[src/rtl/pipe_ctrl_pkg.sv]
// Shared types and constants for the pipeline stall/flush controller.
package pipe_ctrl_pkg;

    // Memory-wait FSM states
    typedef enum logic [1:0] {
        RUN  = 2'd0,
        WAIT = 2'd1,
        ERR  = 2'd2
    } state_e;

    // Register 0 is hard-wired to zero, so a load targeting it never creates a dependency
    localparam logic [4:0] REG_ZERO = 5'd0;

    // Width of the wait counter, large enough to hold the timeout value itself
    function automatic int wait_cnt_w(input int timeout);
        return $clog2(timeout + 1);
    endfunction

endpackage

[src/rtl/sat_counter.sv]
// Saturating event counter: counts inc pulses, holds at all-ones, never wraps.
module sat_counter #(
    parameter int W = 32
) (
    input  logic         clk,
    input  logic         reset,
    input  logic         inc,
    output logic [W-1:0] count
);

    // Count register with async clear and saturation at the maximum value
    always_ff @(posedge clk or posedge reset) begin
        if (reset) begin
            count <= {W{1'b0}};
        end else if (inc && (count != {W{1'b1}})) begin
            count <= count + W'(1);
        end else begin
            count <= count;
        end
    end

endmodule

[src/rtl/pipeline_hazard_ctrl.sv]
// Central stall/flush controller for the 5-stage pipeline: resolves memory
// wait states, taken branches and load-use hazards into per-stage enable,
// flush and bubble controls, with a memory-timeout watchdog and event counters.
module pipeline_hazard_ctrl
    import pipe_ctrl_pkg::*;
#(
    parameter int MEM_TIMEOUT = 16,
    parameter int CNT_W       = 32
) (
    input  logic             clk,
    input  logic             reset,
    input  logic [4:0]       id_rs,
    input  logic [4:0]       id_rt,
    input  logic             id_uses_rt,
    input  logic             ex_memread,
    input  logic [4:0]       ex_rt_dest,
    input  logic             ex_br_taken,
    input  logic             mem_req,
    input  logic             dmem_ready,
    output logic             pc_en,
    output logic             ifid_en,
    output logic             ifid_flush,
    output logic             idex_en,
    output logic             idex_flush,
    output logic             exmem_en,
    output logic             memwb_bubble,
    output logic             mem_error,
    output logic [CNT_W-1:0] stall_cycles,
    output logic [CNT_W-1:0] flush_events
);

    localparam int WCW = wait_cnt_w(MEM_TIMEOUT);
    localparam logic [WCW-1:0] TIMEOUT_VAL = WCW'(MEM_TIMEOUT);

    state_e         r_state;
    state_e         w_next_state;
    logic [WCW-1:0] r_wait_cnt;
    logic [WCW-1:0] w_next_wait_cnt;

    logic w_mem_stall;
    logic w_load_use;
    logic w_stall_inc;
    logic w_flush_inc;

    assign w_mem_stall = mem_req & ~dmem_ready;
    assign w_load_use  = ex_memread & (ex_rt_dest != REG_ZERO) &
                         ((ex_rt_dest == id_rs) | (id_uses_rt & (ex_rt_dest == id_rt)));

    // FSM state and wait-counter registers
    always_ff @(posedge clk or posedge reset) begin
        if (reset) begin
            r_state    <= RUN;
            r_wait_cnt <= {WCW{1'b0}};
        end else begin
            r_state    <= w_next_state;
            r_wait_cnt <= w_next_wait_cnt;
        end
    end

    // Next-state logic: track one MEM access and trap if it never completes
    always_comb begin
        w_next_state    = r_state;
        w_next_wait_cnt = r_wait_cnt;
        case (r_state)
            RUN: begin
                if (w_mem_stall) begin
                    w_next_state    = WAIT;
                    w_next_wait_cnt = WCW'(1);
                end else begin
                    w_next_state    = RUN;
                    w_next_wait_cnt = {WCW{1'b0}};
                end
            end
            WAIT: begin
                if (!mem_req) begin
                    // request squashed upstream: drop it without error
                    w_next_state    = RUN;
                    w_next_wait_cnt = {WCW{1'b0}};
                end else if (dmem_ready) begin
                    w_next_state    = RUN;
                    w_next_wait_cnt = {WCW{1'b0}};
                end else if (r_wait_cnt == TIMEOUT_VAL) begin
                    w_next_state    = ERR;
                    w_next_wait_cnt = r_wait_cnt;
                end else begin
                    w_next_state    = WAIT;
                    w_next_wait_cnt = r_wait_cnt + WCW'(1);
                end
            end
            ERR: begin
                // only reset leaves the error state
                w_next_state    = ERR;
                w_next_wait_cnt = r_wait_cnt;
            end
            default: begin
                w_next_state    = RUN;
                w_next_wait_cnt = {WCW{1'b0}};
            end
        endcase
    end

    // Pipeline control outputs by priority: reset > ERR > mem stall > branch > load-use > normal
    always_comb begin
        pc_en        = 1'b1;
        ifid_en      = 1'b1;
        ifid_flush   = 1'b0;
        idex_en      = 1'b1;
        idex_flush   = 1'b0;
        exmem_en     = 1'b1;
        memwb_bubble = 1'b0;
        mem_error    = 1'b0;
        if (reset) begin
            pc_en        = 1'b0;
            ifid_en      = 1'b0;
            idex_en      = 1'b0;
            exmem_en     = 1'b0;
            memwb_bubble = 1'b1;
        end else if (r_state == ERR) begin
            pc_en        = 1'b0;
            ifid_en      = 1'b0;
            idex_en      = 1'b0;
            exmem_en     = 1'b0;
            memwb_bubble = 1'b1;
            mem_error    = 1'b1;
        end else if (w_mem_stall) begin
            // freeze everything up to MEM; EX re-presents any pending branch/load later
            pc_en        = 1'b0;
            ifid_en      = 1'b0;
            idex_en      = 1'b0;
            exmem_en     = 1'b0;
            memwb_bubble = 1'b1;
        end else if (ex_br_taken) begin
            // ID and IF hold wrong-path instructions, so any load-use there is moot
            ifid_flush   = 1'b1;
            idex_flush   = 1'b1;
        end else if (w_load_use) begin
            // hold PC and IF/ID, inject one NOP into ID/EX
            pc_en        = 1'b0;
            ifid_en      = 1'b0;
            idex_flush   = 1'b1;
        end else begin
            pc_en        = 1'b1;
        end
    end

    assign w_stall_inc = ~pc_en & ~reset & (r_state != ERR);
    assign w_flush_inc = ifid_flush;

    sat_counter #(.W(CNT_W)) u_stall_cnt (
        .clk   (clk),
        .reset (reset),
        .inc   (w_stall_inc),
        .count (stall_cycles)
    );

    sat_counter #(.W(CNT_W)) u_flush_cnt (
        .clk   (clk),
        .reset (reset),
        .inc   (w_flush_inc),
        .count (flush_events)
    );

endmodule

[config.mk]
export PLATFORM = sky130hd
export DESIGN_NAME = pipeline_hazard_ctrl
export DESIGN_NICKNAME = d
export VERILOG_FILES = /design/src/rtl/pipe_ctrl_pkg.sv /design/src/rtl/sat_counter.sv /design/src/rtl/pipeline_hazard_ctrl.sv
export SDC_FILE = /design/constraint.sdc
export NUM_CORES = 1
export LEC_CHECK = 0
export CELL_PAD_IN_SITES_DETAIL_PLACEMENT = 1
export CELL_PAD_IN_SITES_GLOBAL_PLACEMENT = 1
export CORE_MARGIN = 10
export CORE_UTILIZATION = 41
export DETAILED_ROUTE_END_ITERATION = 12
export GPL_TIMING_DRIVEN = 1
export HOLD_SLACK_MARGIN = 0.02
export PLACE_DENSITY = 0.86
export RECOVER_POWER = 25
export SKIP_CTS_REPAIR_TIMING = 1
export SLEW_MARGIN = 0
export SYNTH_ARGS = -nofsm -noshare
export SYNTH_HDL_FRONTEND = slang
export SYNTH_SLANG_ARGS = --single-unit
[constraint.sdc]
create_clock -name clk -period 5.6 [get_ports clk]
set_input_delay 0.84 -clock clk [delete_from_list [all_inputs] [get_ports clk]]
set_output_delay 0.84 -clock clk [all_outputs]
set_load 0.01 [all_outputs]
Word-level counts from Yosys, hierarchy flattened
Cells that the tools add are included.
- multiplexer cells: 32
- equality and inequality tests: 9
- add/sub/neg operators: 3
- bitwise gates (word level): 11
- reductions and logical operators: 5
- operator list (kind ; count):
    $add A32 B1 Y32 const B ; 2
    $ne A32 B32 Y1 const B ; 2
    $mux W1 ; 24
    $mux W5 ; 3
    $pmux W5 S3 ; 1
    $eq A5 B5 Y1 ; 2
    $and A1 B1 Y1 ; 6
    $mux W2 ; 3
    $pmux W2 S3 ; 1
    $add A5 B1 Y5 const B ; 1
    $eq A5 B5 Y1 const B ; 1
    $reduce_bool A5 Y1 ; 1
    $ne A4 B4 Y1 const B ; 1
    $not A1 Y1 ; 4
    $eq A2 B1 Y1 const B ; 1
    $eq A2 B2 Y1 const B ; 1
    $logic_and A1 B1 Y1 ; 2
    $logic_not A2 Y1 ; 1
    $ne A2 B2 Y1 const B ; 1
    $reduce_and A2 Y1 ; 1
    $or A1 B1 Y1 ; 1
- input port bits: 22
- output and inout port bits: 72
- bits in registers: 71
- word-level logic and storage cells: 64

Longest topological paths before layout
Gate-level depths: netlist of the first run.
- depth in word-level cells: 13
- depth in mapped cells: 7
- depth with buffers taken out: 7

By module
From an unflattened synthesis of the first run, not the netlist that was laid out.
- cell total of the unflattened synthesis: 344
- area, all modules: 3722.3 µm²
- modules (own cells, without submodules) (module ; instances ; area an instance (µm²) ; cells each):
    sat_counter ; 2 ; 1561.5 ; 139
    pipeline_hazard_ctrl ; 1 ; 599.3 ; 66

Worst setup path after synthesis of the first run
No wires, ideal clock.
- kind: input to output
- start point: input reset
- end point: output pc_en
- arrival: 3.621 ns
- data required time: 4.760 ns
- stages: 4
- slack: 1.139 ns
- cell sequence: inv_1 -> nand3_1 -> a21oi_1 -> buf_4
- word-level cells in the longest chain between the ends: 1
- ends and longest elaborated chain (item ; line ; text):
    start, declared ; pipeline_hazard_ctrl.sv:11 ; input logic reset,
    $mux W1 ; -- ;
    end, declared ; pipeline_hazard_ctrl.sv:20 ; output logic pc_en,
Every way passes these cells.

Worst setup path in the final report of the first run
- start point: input reset
- end point: register u_stall_cnt.count[1]
- word-level cells in the longest chain between the ends: 5
- ends and longest elaborated chain (item ; line ; text):
    $mux W1 ; pipeline_hazard_ctrl.sv:112 ; if (reset) begin
    $not A1 Y1 ; pipeline_hazard_ctrl.sv:146 ; assign w_stall_inc = ~pc_en & ~reset & (r_state != ERR);
    $and A1 B1 Y1 (*) (2 in a row) ; pipeline_hazard_ctrl.sv:146 ;
    $logic_and A1 B1 Y1 (*) ; sat_counter.sv:15 ; end else if (inc && (count != {W{1'b1}})) begin
    end signal, assigned ; sat_counter.sv:14 ; count <= {W{1'b0}};
    end signal, assigned ; sat_counter.sv:16 ; count <= count + W'(1);
    end signal, assigned ; sat_counter.sv:18 ; count <= count;
    end, declared ; sat_counter.sv:8 ; output logic [W-1:0] count
Every way passes the cells marked *; elsewhere a longest branch is shown, timed or not.
A chain may end at the register's enable or synchronous reset.

==> flow_results.xml, run 1 <==
<?xml version="1.0" encoding="UTF-8"?>
<metrics>
  <group name="status">
    <metric name="outcome" unit="">complete, but fails checks</metric>
    <metric name="violations" unit="">max-capacitance violations, max-slew violations</metric>
  </group>
  <group name="pwr">
    <metric name="worst_ir_drop_on_vdd" unit="µV">189</metric>
    <metric name="totalPowerFinal" unit="mW">1.28</metric>
    <metric name="powerDensity" unit="nW/µm²">259</metric>
    <metric name="cellLeakagePower" unit="nW">2.23</metric>
  </group>
  <group name="worst_setup_path">
    <metric name="startpoint_of_the_lowest_slack_register_to_register_path" unit="">u_stall_cnt.count[3]</metric>
    <metric name="critPathLaunch" unit="">reset</metric>
    <metric name="worst_ep_required_time" unit="ps">5840</metric>
    <metric name="critical_path.startpoint_type" unit="">input pin</metric>
    <metric name="path_class" unit="">input pin to flip-flop</metric>
    <metric name="worstPathMaxFanout" unit="">72</metric>
    <metric name="critPathCaptureType" unit="">flip-flop</metric>
    <metric name="cp.arrival" unit="ps">4560</metric>
  </group>
  <group name="worst_hold_path">
    <metric name="worst_hold_startpoint" unit="">u_flush_cnt.count[11]</metric>
    <metric name="hp-class" unit="">flip-flop to flip-flop</metric>
  </group>
  <group name="logic_synthesis">
    <metric name="syn_avg_cell_area" unit="µm²">10.6</metric>
    <metric name="synthFlopType" unit="">sky130_fd_sc_hd__dfrtp_1</metric>
    <metric name="syn-num-nets" unit="">376</metric>
    <metric name="synth_warnings" unit="">0</metric>
    <metric name="synthesis.area" unit="µm²">3720</metric>
    <metric name="syn-instance-count" unit="">350</metric>
    <metric name="synth.lib_cells_used.distinct" unit="">45</metric>
    <metric name="synthArstFlopShare" unit="%">100</metric>
    <metric name="synth-edff-count" unit="">0</metric>
    <metric name="synth.yosys.seq_area_share" unit="%">47.7</metric>
    <metric name="ys_ff_latch" unit="">71</metric>
  </group>
  <group name="place">
    <metric name="hpwlAfterDp" unit="µm">7730</metric>
    <metric name="io_buffers" unit="">93</metric>
    <metric name="routabilityCongestion" unit="">0.831</metric>
  </group>
  <group name="clocking">
    <metric name="ctsHtreeMaxLevel" unit="">3</metric>
    <metric name="numClockSinks" unit="">71</metric>
    <metric name="worstSkewPairLatency" unit="ps">350</metric>
    <metric name="clock_tree.buffer_depth" unit="">2</metric>
    <metric name="numCtsBuffers" unit="">9</metric>
    <metric name="clkSlewWorstSetupHoldPaths" unit="ps">80</metric>
    <metric name="tritoncts_clock_tree" unit="">done</metric>
    <metric name="clock_tree_root_buffer_cell" unit="">sky130_fd_sc_hd__clkbuf_8</metric>
  </group>
  <group name="timing">
    <metric name="fmax" unit="GHz">0.232</metric>
    <metric name="timing.hold.ws" unit="ps">497</metric>
    <metric name="post-route-min-period" unit="ps">4320</metric>
    <metric name="slew_headroom" unit="%">-20.7</metric>
    <metric name="clock_tree_skew_after_final_layout" unit="ps">9.07</metric>
    <metric name="final_hold_viol_count" unit="">0</metric>
    <metric name="timing.final.crit_share" unit="%">77.1</metric>
    <metric name="rsz0062_at_grt" unit="">no</metric>
    <metric name="setup-tns-final" unit="ps">0</metric>
    <metric name="timing_worst_slew_pin_value" unit="ps">1810</metric>
    <metric name="maxSlewViolCount" unit="">73</metric>
    <metric name="final-setup-viol-count" unit="">0</metric>
  </group>
  <group name="final_layout">
    <metric name="drive_gt1_share" unit="%">9.05</metric>
    <metric name="final_common_cell" unit="">sky130_fd_sc_hd__clkdlybuf4s50_1</metric>
    <metric name="layout.cells.most_common_list" unit="">sky130_fd_sc_hd__clkdlybuf4s50_1, sky130_fd_sc_hd__dfrtp_1, sky130_fd_sc_hd__xor2_1</metric>
    <metric name="area_growth_from_synthesis_to_layout" unit="%">33.4</metric>
    <metric name="fillerInstances" unit="">974</metric>
    <metric name="fin_nets" unit="">474</metric>
    <metric name="diodes" unit="">0</metric>
  </group>
  <group name="global_route">
    <metric name="grt_remaining_overflow" unit="">0</metric>
    <metric name="maximum_number_of_pins_on_one_net_before_global_route_repair" unit="">73</metric>
    <metric name="grt_pass1_wl" unit="µm">17900</metric>
    <metric name="globalRouteTotalUtil" unit="%">16.6</metric>
    <metric name="initial_antenna_violation_count" unit="">0</metric>
    <metric name="first_global_vias" unit="">3265</metric>
  </group>
  <group name="detailed_routing">
    <metric name="detail_route.wl_per_cell" unit="µm">19.2</metric>
    <metric name="overall_routed_net_length" unit="µm">10800</metric>
    <metric name="met1Wirelength" unit="µm">4460</metric>
    <metric name="ant_nets" unit="">0</metric>
    <metric name="detail_route.iter0.violations" unit="">97</metric>
    <metric name="first_pass_iters" unit="">4</metric>
    <metric name="top_metal_layer_carrying_routed_signals" unit="">met4</metric>
    <metric name="dr_wl_met2" unit="µm">5560</metric>
    <metric name="detailroute.via_count" unit="">3000</metric>
    <metric name="post_detailed_route_drc_marker_count" unit="">0</metric>
    <metric name="vias_per_cell" unit="">5.35</metric>
    <metric name="detailroute.wirelength.met3" unit="µm">587</metric>
  </group>
  <group name="die">
    <metric name="core-area" unit="µm²">8760</metric>
    <metric name="floorplan.initialDensity" unit="%">42.5</metric>
    <metric name="fp.dieArea" unit="µm²">13300</metric>
    <metric name="floorplan.die.width" unit="µm">115</metric>
    <metric name="num_rows" unit="">34</metric>
    <metric name="io-pin-count" unit="">94</metric>
    <metric name="die_height" unit="µm">115</metric>
  </group>
  <group name="job">
    <metric name="drv.max_cap_violation_count" unit="">1</metric>
  </group>
</metrics>
[critical path, stage by stage]
cell and delay, ps:
sky130_fd_sc_hd__dlygate4sd3_1 560, sky130_fd_sc_hd__inv_1 90, sky130_fd_sc_hd__clkbuf_2 1300, sky130_fd_sc_hd__nand2_1 230, sky130_fd_sc_hd__or3_1 420, sky130_fd_sc_hd__o22a_1 210, sky130_fd_sc_hd__buf_4 260, sky130_fd_sc_hd__nor2_1 230
sky130_fd_sc_hd__mux2_2 360
[layout make-up]
type / count / area, µm² / area share (%)
Tap cell: 108 / 135 / 2.72
Multi-Input combinational cell: 261 / 1850 / 37.3
Inverter: 10 / 37.5 / 0.756
Sequential cell: 71 / 1780 / 35.8
Clock inverter: 7 / 97.6 / 1.96
Timing Repair Buffer: 95 / 943 / 19.0
Clock buffer: 9 / 124 / 2.49
[through the flow]
stage / setup slack [ps] / util [%] / instance area, µm² / std cells
final: 1280 / 56.7 / 4970 / 561
after global placement: 1860 / 54.2 / 4750 / 545
after floorplan: 1140 / - / 3720 / 350
after CTS: 1810 / 56.7 / 4970 / 561
after detailed placement: 1770 / 54.2 / 4750 / 545
after global routing: 872 / 56.7 / 4970 / 561
[flip-flops by register name, summed over array words and instances, names as in the netlist]
signal and flops:
r_wait_cnt 5, u_flush_cnt.count 32, r_state 2, u_stall_cnt.count 32
[Yosys cell counts, types with 8 or more instances]
| library cell | n | area (µm²) |
|---|---|---|
| sky130_fd_sc_hd__xor2_1 | 52 | 455 |
| sky130_fd_sc_hd__nand4_1 | 14 | 87.6 |
| sky130_fd_sc_hd__nor2_1 | 24 | 90.1 |
| sky130_fd_sc_hd__nor4_2 | 13 | 163 |
| sky130_fd_sc_hd__dfrtp_1 | 71 | 1780 |
| sky130_fd_sc_hd__nor3_1 | 17 | 85.1 |
| sky130_fd_sc_hd__and3_1 | 15 | 93.8 |
| sky130_fd_sc_hd__and4_1 | 8 | 70.1 |
| sky130_fd_sc_hd__nand3_1 | 26 | 130 |
| sky130_fd_sc_hd__inv_1 | 10 | 37.5 |
| sky130_fd_sc_hd__nand2_1 | 31 | 116 |
| sky130_fd_sc_hd__xnor2_1 | 21 | 184 |
[path summary, 6_finish.rpt]
check                      slack (ps)                    end  cells past startpoint
max                              1280   u_stall_cnt.count[1]                      9
min                               500  u_flush_cnt.count[11]                      1
max reg2reg                      2840   u_stall_cnt.count[1]                      6
min reg2reg                       500  u_flush_cnt.count[11]                      1
max in group asynchronous        2880  u_flush_cnt.count[19]                      3
min in group asynchronous        1660             r_state[1]                      3
[metal layers]
| layer | track usage [%] | vias up |
|---|---|---|
| met1 | 19.5 | 1502 |
| met2 | 28.5 | 65 |
| met5 | 0 | - |
| li1 | - | 1421 |
| met4 | 5.86 | 0 |
| met3 | 4.22 | 12 |
[power by group]
| part | switching (mW) | internal [mW] | total [mW] |
|---|---|---|---|
| clock network | 0.215 | 0.252 | 0.467 |
| logic | 0.0984 | 0.118 | 0.216 |
| registers | 0.0541 | 0.548 | 0.602 |
| total | 0.368 | 0.917 | 1.28 |
[cell families after synthesis]
logic type | after synthesis | synth area share, %
simple gates | 167 | 27.8
xor+xnor | 73 | 17.2
compound gates | 15 | 2.86
fa+ha+maj | 4 | 1.34
buf+inv | 18 | 2.55
mux | 2 | 0.605
flops | 71 | 47.7
Power figures use the tool's default switching activity.
==> run 2, diff against run 1 <==
--- a/config.mk
+++ b/config.mk
@@ -8,11 +8,11 @@
 export CELL_PAD_IN_SITES_DETAIL_PLACEMENT = 1
 export CELL_PAD_IN_SITES_GLOBAL_PLACEMENT = 1
 export CORE_MARGIN = 10
-export CORE_UTILIZATION = 41
+export CORE_UTILIZATION = 34
 export DETAILED_ROUTE_END_ITERATION = 12
 export GPL_TIMING_DRIVEN = 1
 export HOLD_SLACK_MARGIN = 0.02
-export PLACE_DENSITY = 0.86
+export PLACE_DENSITY = 0.76
 export RECOVER_POWER = 25
 export SKIP_CTS_REPAIR_TIMING = 1
 export SLEW_MARGIN = 0
==> constraint.sdc (replaced) <==
create_clock -name clk -period 3.65 [get_ports clk]
set_input_delay 0.5475 -clock clk [delete_from_list [all_inputs] [get_ports clk]]
set_output_delay 0.5475 -clock clk [all_outputs]
set_load 0.01 [all_outputs]
==> flow_results.xml, run 2 (synthesis gave the netlist of run 1 again) <==
<?xml version="1.0" encoding="UTF-8"?>
<metrics>
  <group name="timing">
    <metric name="timing.final.ws_setup" unit="ps">534</metric>
    <metric name="setup-tns-final" unit="ps">0</metric>
    <metric name="slew_headroom" unit="%">3.07</metric>
    <metric name="maxSlewViolCount" unit="">0</metric>
    <metric name="post-route-min-period" unit="ps">3120</metric>
    <metric name="rsz0062_at_grt" unit="">no</metric>
    <metric name="timing.final.crit_share" unit="%">85.4</metric>
    <metric name="clock_tree_skew_after_final_layout" unit="ps">8.72</metric>
    <metric name="final_hold_viol_count" unit="">0</metric>
    <metric name="timing_worst_slew_pin_value" unit="ps">1450</metric>
    <metric name="final-setup-viol-count" unit="">0</metric>
    <metric name="fmax" unit="GHz">0.321</metric>
  </group>
  <group name="clocking">
    <metric name="numClockSinks" unit="">71</metric>
    <metric name="tritoncts_clock_tree" unit="">done</metric>
    <metric name="ctsHtreeMaxLevel" unit="">3</metric>
    <metric name="clock_tree_root_buffer_cell" unit="">sky130_fd_sc_hd__clkbuf_8</metric>
    <metric name="clock_tree.buffer_depth" unit="">2</metric>
    <metric name="worstSkewPairLatency" unit="ps">340</metric>
    <metric name="clkSlewWorstSetupHoldPaths" unit="ps">80</metric>
    <metric name="numCtsBuffers" unit="">9</metric>
  </group>
  <group name="worst_hold_path">
    <metric name="hp-class" unit="">flip-flop to flip-flop</metric>
  </group>
  <group name="place">
    <metric name="routabilityCongestion" unit="">0.799</metric>
    <metric name="io_buffers" unit="">93</metric>
    <metric name="placedInstanceArea" unit="µm²">4810</metric>
    <metric name="hpwlAfterDp" unit="µm">7430</metric>
    <metric name="preCtsSetupSlack" unit="ps">523</metric>
  </group>
  <group name="pwr">
    <metric name="p_int" unit="mW">1.56</metric>
    <metric name="share_seq_of_total_power" unit="%">44.1</metric>
    <metric name="powerDensity" unit="nW/µm²">413</metric>
    <metric name="net-switching-power" unit="µW">528</metric>
    <metric name="cellLeakagePower" unit="nW">2.26</metric>
    <metric name="share_clk_of_total_power" unit="%">40.5</metric>
    <metric name="switching_share" unit="%">25.3</metric>
    <metric name="worst_ir_drop_on_vdd" unit="µV">297</metric>
    <metric name="combinationalPowerShare" unit="%">15.4</metric>
  </group>
  <group name="final_layout">
    <metric name="area_growth_from_synthesis_to_layout" unit="%">36.1</metric>
    <metric name="diodes" unit="">0</metric>
    <metric name="drive_gt1_share" unit="%">9.45</metric>
    <metric name="layout_top_registers" unit="">u_flush_cnt.count (32), u_stall_cnt.count (32), r_wait_cnt (5)</metric>
    <metric name="fin_nets" unit="">476</metric>
    <metric name="final_common_cell" unit="">sky130_fd_sc_hd__clkdlybuf4s50_1</metric>
    <metric name="layout.cells.most_common_list" unit="">sky130_fd_sc_hd__clkdlybuf4s50_1, sky130_fd_sc_hd__dfrtp_1, sky130_fd_sc_hd__xor2_1</metric>
    <metric name="finalInstanceArea" unit="µm²">5070</metric>
  </group>
  <group name="detailed_routing">
    <metric name="vias_per_cell" unit="">5.00</metric>
    <metric name="overall_routed_net_length" unit="µm">9750</metric>
    <metric name="post_detailed_route_drc_marker_count" unit="">0</metric>
    <metric name="detail_route.iter0.violations" unit="">152</metric>
    <metric name="detail_route.wl_per_cell" unit="µm">16.4</metric>
    <metric name="detailroute.via_count" unit="">2973</metric>
    <metric name="ant_nets" unit="">0</metric>
    <metric name="first_pass_iters" unit="">4</metric>
  </group>
  <group name="worst_setup_path">
    <metric name="critPathCaptureType" unit="">output pin</metric>
    <metric name="critPathMostFrequentCell" unit="">sky130_fd_sc_hd__nor2_1</metric>
    <metric name="critical_path.max_stage_delay" unit="ps">550</metric>
    <metric name="critical_path.startpoint_type" unit="">input pin</metric>
    <metric name="worst_ep_required_time" unit="ps">3100</metric>
    <metric name="worst_path_max_delay_cell" unit="">sky130_fd_sc_hd__clkdlybuf4s50_1</metric>
    <metric name="worstPathMaxFanout" unit="">3</metric>
    <metric name="path_class" unit="">input pin to output pin</metric>
    <metric name="cp.arrival" unit="ps">2570</metric>
    <metric name="crit_chain" unit="">clkdlybuf4s50_1, xor2_1, nor4_1, a32oi_1, nor2_1, nor2_1, nor2_1, clkdlybuf4s50_1</metric>
  </group>
  <group name="die">
    <metric name="core-area" unit="µm²">10800</metric>
    <metric name="die_height" unit="µm">125</metric>
    <metric name="floorplan.die.width" unit="µm">125</metric>
    <metric name="floorplan.initialDensity" unit="%">34.5</metric>
    <metric name="num_rows" unit="">38</metric>
    <metric name="io-pin-count" unit="">94</metric>
    <metric name="fp.dieArea" unit="µm²">15500</metric>
  </group>
  <group name="job">
    <metric name="drv.max_cap_violation_count" unit="">0</metric>
  </group>
  <group name="global_route">
    <metric name="globalRouteTotalUtil" unit="%">12.7</metric>
    <metric name="first_global_vias" unit="">3250</metric>
    <metric name="grt_pass1_wl" unit="µm">16700</metric>
    <metric name="maximum_number_of_pins_on_one_net_before_global_route_repair" unit="">45</metric>
    <metric name="grt_remaining_overflow" unit="">0</metric>
    <metric name="initial_antenna_violation_count" unit="">0</metric>
  </group>
  <group name="status">
    <metric name="outcome" unit="">finished clean</metric>
  </group>
</metrics>
==> run 2: stage by stage <==
step           instances  hold WS [ps]  total power, mW  utilization (%)
3_3_place_gp         579           470             1.26             44.5
6_report             595           490             2.09             47.0
3_5_place_dp         579           477             1.27             44.5
5_1_grt              595           511             2.20             47.0
2_1_floorplan        350           445             1.07                -
4_1_cts              595           493             2.13             47.0
==> run 2: power groups by stage <==
stage / clock network (mW) / registers [mW] / logic, mW
2_1_floorplan: 0 / 0.944 / 0.129
3_3_place_gp: 0 / 0.935 / 0.324
3_5_place_dp: 0 / 0.936 / 0.331
4_1_cts: 0.873 / 0.923 / 0.332
5_1_grt: 0.905 / 0.935 / 0.357
6_report: 0.848 / 0.922 / 0.321
==> run 2: per-layer routing <==
| layer | global-route usage, % | share of wire (%) | vias to the layer above |
|---|---|---|---|
| met1 | 14.6 | 43 | 1477 |
| met2 | 21.4 | 49 | 57 |
| met4 | 4.25 | 1.8 | 0 |
| met5 | 0 | 0 | - |
| met3 | 4.38 | 6.1 | 16 |
| li1 | - | - | 1423 |
==> run 2: cell type report <==
type | instances | area, µm²
clock inverters | 5 | 129
flip-flops and latches | 71 | 1780
well taps | 140 | 175
multi-input cells | 261 | 1850
fillers | 1210 | 5720
clock buffers | 11 | 141
repair buffers | 97 | 955
inverters | 10 | 38.8
==> run 2: worst max-delay path: cells and delay by family <==
kind            cells  cell delay, ps
simple gates        4             630
xor+xnor            1             190
compound gates      1             180
buf+inv             2            1020
==> run 2: final timing paths <==
check	slack (ps)	startpoint	depth (start not counted)	end
worst max register to register	1140	u_stall_cnt.count[3]	7	u_stall_cnt.count[5]
worst min register to register	490	u_flush_cnt.count[28]	1	u_flush_cnt.count[28]
min in group asynchronous	1130	reset	3	u_flush_cnt.count[8]
worst max-delay path	530	ex_rt_dest[3]	8	idex_flush
max in group asynchronous	1530	reset	3	r_wait_cnt[1]
worst min-delay path	490	u_flush_cnt.count[28]	1	u_flush_cnt.count[28]
